<file path="src/rtl/trace_capture_buffer.sv">
// Trace capture FIFO: records committed instructions once armed, stops POST_TRIG records after a masked trigger match.
// First-word-fall-through output (visible one cycle after the push edge); upstream has no backpressure, so a full FIFO drops records and counts them.
module trace_capture_buffer #(
    parameter int DEPTH     = 64,
    parameter int POST_TRIG = 4,
    parameter int OVF_W     = 16
) (
    input  logic                     clk,
    input  logic                     rst_n,
    input  logic                     arm,
    input  logic                     clear,
    input  logic [31:0]              trig_instr,
    input  logic [31:0]              trig_mask,
    input  logic                     trace_valid,
    input  logic [31:0]              trace_instr,
    input  logic [31:0]              trace_addr,
    output logic                     out_valid,
    input  logic                     out_ready,
    output logic [31:0]              out_instr,
    output logic [31:0]              out_addr,
    output logic [$clog2(DEPTH):0]   level,
    output logic [OVF_W-1:0]         overflow_count,
    output logic                     triggered,
    output logic                     done
);

    localparam int AW  = $clog2(DEPTH);
    localparam int PCW = (POST_TRIG < 2) ? 1 : $clog2(POST_TRIG + 1);
    localparam logic [AW:0] FULL_LVL = (AW + 1)'(DEPTH);

    localparam logic [1:0] S_IDLE  = 2'd0;
    localparam logic [1:0] S_ARMED = 2'd1;
    localparam logic [1:0] S_POST  = 2'd2;
    localparam logic [1:0] S_STOP  = 2'd3;

    logic [1:0]       r_state;
    logic [AW-1:0]    r_rd_ptr;
    logic [AW-1:0]    r_wr_ptr;
    logic [AW:0]      r_level;
    logic [OVF_W-1:0] r_ovf;
    logic [PCW-1:0]   r_post_cnt;
    logic             r_triggered;
    logic [63:0]      r_mem [DEPTH];

    logic w_capturing;
    logic w_offer;
    logic w_pop;
    logic w_push;
    logic w_drop;
    logic w_match;

    // clear wins over every other request in its cycle, so it masks offer and pop here.
    assign w_capturing = (r_state == S_ARMED) || (r_state == S_POST);
    assign w_offer     = trace_valid && w_capturing && !clear;
    assign w_pop       = (r_level != '0) && out_ready && !clear;
    assign w_push      = w_offer && ((r_level != FULL_LVL) || w_pop);
    assign w_drop      = w_offer && !w_push;
    assign w_match     = ((trace_instr ^ trig_instr) & trig_mask) == 32'd0;

    always_ff @(posedge clk) begin
        if (w_push) begin
            r_mem[r_wr_ptr] <= {trace_instr, trace_addr};
        end
    end

    always_ff @(posedge clk) begin
        if (!rst_n || clear) begin
            r_rd_ptr <= '0;
            r_wr_ptr <= '0;
            r_level  <= '0;
            r_ovf    <= '0;
        end else begin
            if (w_push) begin
                r_wr_ptr <= r_wr_ptr + AW'(1);
            end
            if (w_pop) begin
                r_rd_ptr <= r_rd_ptr + AW'(1);
            end
            if (w_push && !w_pop) begin
                r_level <= r_level + (AW + 1)'(1);
            end else if (w_pop && !w_push) begin
                r_level <= r_level - (AW + 1)'(1);
            end
            if (w_drop && (r_ovf != '1)) begin
                r_ovf <= r_ovf + OVF_W'(1);
            end
        end
    end

    // Dropped records still advance the trigger/post logic: w_offer, not w_push, drives it.
    always_ff @(posedge clk) begin
        if (!rst_n || clear) begin
            r_state     <= S_IDLE;
            r_post_cnt  <= '0;
            r_triggered <= 1'b0;
        end else begin
            case (r_state)
                S_IDLE: begin
                    if (arm) begin
                        r_state <= S_ARMED;
                    end
                end
                S_ARMED: begin
                    if (w_offer && w_match) begin
                        r_triggered <= 1'b1;
                        r_post_cnt  <= PCW'(POST_TRIG);
                        r_state     <= (POST_TRIG == 0) ? S_STOP : S_POST;
                    end
                end
                S_POST: begin
                    if (w_offer) begin
                        r_post_cnt <= r_post_cnt - PCW'(1);
                        if (r_post_cnt == PCW'(1)) begin
                            r_state <= S_STOP;
                        end
                    end
                end
                default: begin
                end
            endcase
        end
    end

    assign out_valid      = (r_level != '0);
    assign out_instr      = out_valid ? r_mem[r_rd_ptr][63:32] : 32'd0;
    assign out_addr       = out_valid ? r_mem[r_rd_ptr][31:0]  : 32'd0;
    assign level          = r_level;
    assign overflow_count = r_ovf;
    assign triggered      = r_triggered;
    assign done           = (r_state == S_STOP);

endmodule
</file>
<file path="config.mk">
export PLATFORM = sky130hd
export DESIGN_NAME = trace_capture_buffer
export DESIGN_NICKNAME = d
export VERILOG_FILES = /design/src/rtl/trace_capture_buffer.sv
export SDC_FILE = /design/constraint.sdc
export NUM_CORES = 2
export LEC_CHECK = 0
export ABC_AREA = 0
export CORE_ASPECT_RATIO = 2
export CORE_UTILIZATION = 45
export DETAILED_ROUTE_END_ITERATION = 10
export SLEW_MARGIN = 10
export SYNTH_ARGS = -nofsm -noshare
export SYNTH_HDL_FRONTEND = slang
export SYNTH_SLANG_ARGS = --single-unit
</file>
<file path="constraint.sdc">
create_clock -name clk -period 7.85 [get_ports clk]
set_input_delay 0.785 -clock clk [delete_from_list [all_inputs] [get_ports clk]]
set_output_delay 0.785 -clock clk [all_outputs]
set_load 0.05 [all_outputs]
</file>
==> impl_metrics.ini <==
[run_status]
status = complete, no violations

[logic_synthesis]
synth_seq_area_share_pct = 78.1
synth.distinct_cells = 48
async_flop_share_pct = 0
yosysTopAreaCellShare_pct = 77.5
synth_area_leaders = edfxtp_1 78%, mux4_2 17%, mux2i_1 1.2%, dfxtp_1 0.59%, buf_2 0.40%
ys_ff_latch = 4143
ys.flop_type = edfxtp_1
synth.avg_cell_area_sq_um = 24.3
netlist_instances = 6522
synthesis.area_sq_um = 159000
yosysMostFrequentCell = edfxtp_1
syn-num-nets = 6673
ys_warn_count = 0
synth_edf_count = 4096
yosysTopAreaCell = edfxtp_1
ys_top_cells_by_count = 4096 x edfxtp_1, 1216 x mux4_2, 183 x mux2i_1, 163 x clkbuf_1, 126 x buf_2

[drt]
drt-initial-drc-count = 8202
routed_via_density = 6.16
vias = 73725
first_pass_iters = 5
drc = 0
antenna_left = 0
finalWirelength_um = 442000
detail_route.wl_per_cell_um = 36.9

[cts]
cts.sinks = 4143
cts_buffers = 356
cts_root_buffer = clkbuf_16
cts_max_level = 5
cts_buffer_depth = 4
cts_tree = built
hold_buffers = 0
cts_setup_buffers = 0
cts_resized = 0
insertion_delay_ns = 0.91
clkSlewWorstSetupHoldPaths_ns = 0.07

[sta]
fmax_mhz = 153
finalSetupTns_ns = 0
fin_crit_sh_pct = 83.0
slew_headroom_pct = 18.0
grt_setup_unrepaired = no
setup_viol = 0
fin_skew_ns = 0.0505
hold_viol_final = 0
worst_pin_slew_ns = 1.23
maxSlewViolCount = 0
fin_crit_ns = 6.52
whs_ns = 0.308

[hold_path]
hold_path_depth = 1
whs_endpoint = r_mem[43][40]
hp-class = in -> reg
hold_path.startpoint = trace_instr[8]

[setup_path]
path_delay_family = buffers and inverters
crit_fanout = 46
critical_path_class = reg -> out
crit_chain = buf_4 -> buf_12 -> buf_4 -> mux4_2 -> mux4_2 -> mux2i_1 -> o22ai_1 -> clkdlybuf4s50_1
reg2regPathDepth = 8
cpMaxStageDelayCell = dfxtp_4
cp.arrival_ns = 5.73
regToRegStartpoint = r_state[0]
ff2ff_setup_slack_ns = 2.73
cp.required_ns = 7.07
start_kind = flip-flop
cp_num_buf_inv = 4
cp-end-kind = primary output
regToRegEndpoint = r_mem[3][12]
slowest_delay_ns = 0.91

[final_layout]
drive_above_1_share_pct = 29.2
syn2layout_area_growth_pct = 13.2
fillCellCount = 26984
nNetsFinal = 7167

[die]
core_sq_um = 351000
dieWidth_um = 422
rows = 308
die-area_sq_um = 355000
initial_core_util_pct = 45.2
ios = 224
die_h_um = 842

[grt]
grt_pass1_wl_um = 610000
grt_pass1_vias = 76659
grt_max_degree = 117
grt_antenna_before_repair = 39
gr-usage-all-layers_pct = 24.8
grt_overflow = 0

[place]
gp_congestion = 0.826
hpwl_um = 263000
port_buffers = 223

[job]
drv_cap = 0

[power]
p_leak_nw = 52.7
vdd_ir_drop_max_mv = 0.175
pwr_density_cell_nw_per_um2 = 241
-- logic make-up after synthesis --
kind of cell,count (synthesis),synth area share (%)
xor gates and xnor gates,62,0.342
DFF,4143,78.1
and+or+nand+nor,271,0.844
AOI/OAI and AO/OA,266,1.08
muxes,1399,18.4
adders and majority gates,17,0.139
buffers and inverters,364,1.03
-- power by group --
part	leakage (nW)	switching (mW)	internal (mW)
combinational	9.95	0.957	0.458
clock	5.53	8.02	9.59
sequential	37.2	0.00944	24.3
-- metrics by stage --
step / std cells / cell area [sq um] / setup WS [ns] / total power, mW / utilization, %
floorplan: 6522 / 159000 / 2.68 / 25.4 / -
global placement: 11307 / 168000 / 2.14 / 26.2 / 47.9
detailed placement: 11308 / 168000 / 2.11 / 26.2 / 47.9
CTS: 11943 / 179000 / 1.10 / 43.6 / 51.1
global route: 11949 / 179000 / 1.08 / 44.4 / 51.1
finish: 11959 / 179000 / 1.33 / 43.3 / 51.1
-- layer usage --
metal / up-vias / global-route usage, % / routed length, um
li1: 29139 / - / -
met4: 12 / 8.65 / 16500
met1: 41208 / 29.3 / 157000
met5: - / 0 / 73
met3: 615 / 3.04 / 23700
met2: 2751 / 46.2 / 245000
-- placed cells by master (no fill, tap or decap), types with 12 or more instances in the layout --
master / n
edfxtp_1: 4096
clkdlybuf4s50_1: 159
buf_2: 59
nand3_1: 17
clkinv_2: 69
clkbuf_1: 61
nor2b_1: 70
clkbuf_16: 362
clkinvlp_4: 19
nand4_1: 14
mux2i_1: 183
clkinv_1: 63
a22oi_1: 23
inv_6: 12
xor2_1: 53
ha_1: 16
nor2_4: 64
nand2_1: 30
mux4_2: 1216
bufinv_16: 33
inv_1: 14
buf_4: 203
nor2_1: 45
buf_12: 64
diode_2: 16
o22ai_1: 64
a21oi_1: 81
a211oi_1: 77
dfxtp_1: 42
-- flip-flops by register name, summed over array words and instances (netlist names), named ones only --
name,flops
r_state,2
r_wr_ptr,6
r_post_cnt,3
r_mem,4096
triggered,1
r_rd_ptr,6
level,7
overflow_count,16
-- how the worst max path moves through the flow --
stage                          to  cells after the start
finish               out_addr[13]                      8
global route        out_instr[20]                      8
CTS                 out_instr[20]                      8
detailed placement  out_instr[20]                      8
global placement    out_instr[20]                      8
floorplan            r_mem[31][0]                      7
-- worst register-to-register path: cells and delay by family (launching register included) --
family,cells,cell delay [ns]
flops,1,0.42
fa+ha+maj,1,0.40
simple gates,5,3.27
buf+inv,2,0.56
-- cell type report --
cell class | count | area (sq um) | share of cell area [%]
Antenna cell | 16 | 40.0 | 0.0223
Clock buffer | 423 | 9290 | 5.18
Clock inverter | 212 | 2070 | 1.15
Inverter | 14 | 52.6 | 0.0293
Multi-Input combinational cell | 2015 | 33500 | 18.7
Sequential cell | 4143 | 124000 | 69.1
Tap cell | 4650 | 5820 | 3.24
Timing Repair Buffer | 486 | 4720 | 2.63
Note: power is estimated with default switching activity, not from simulation.
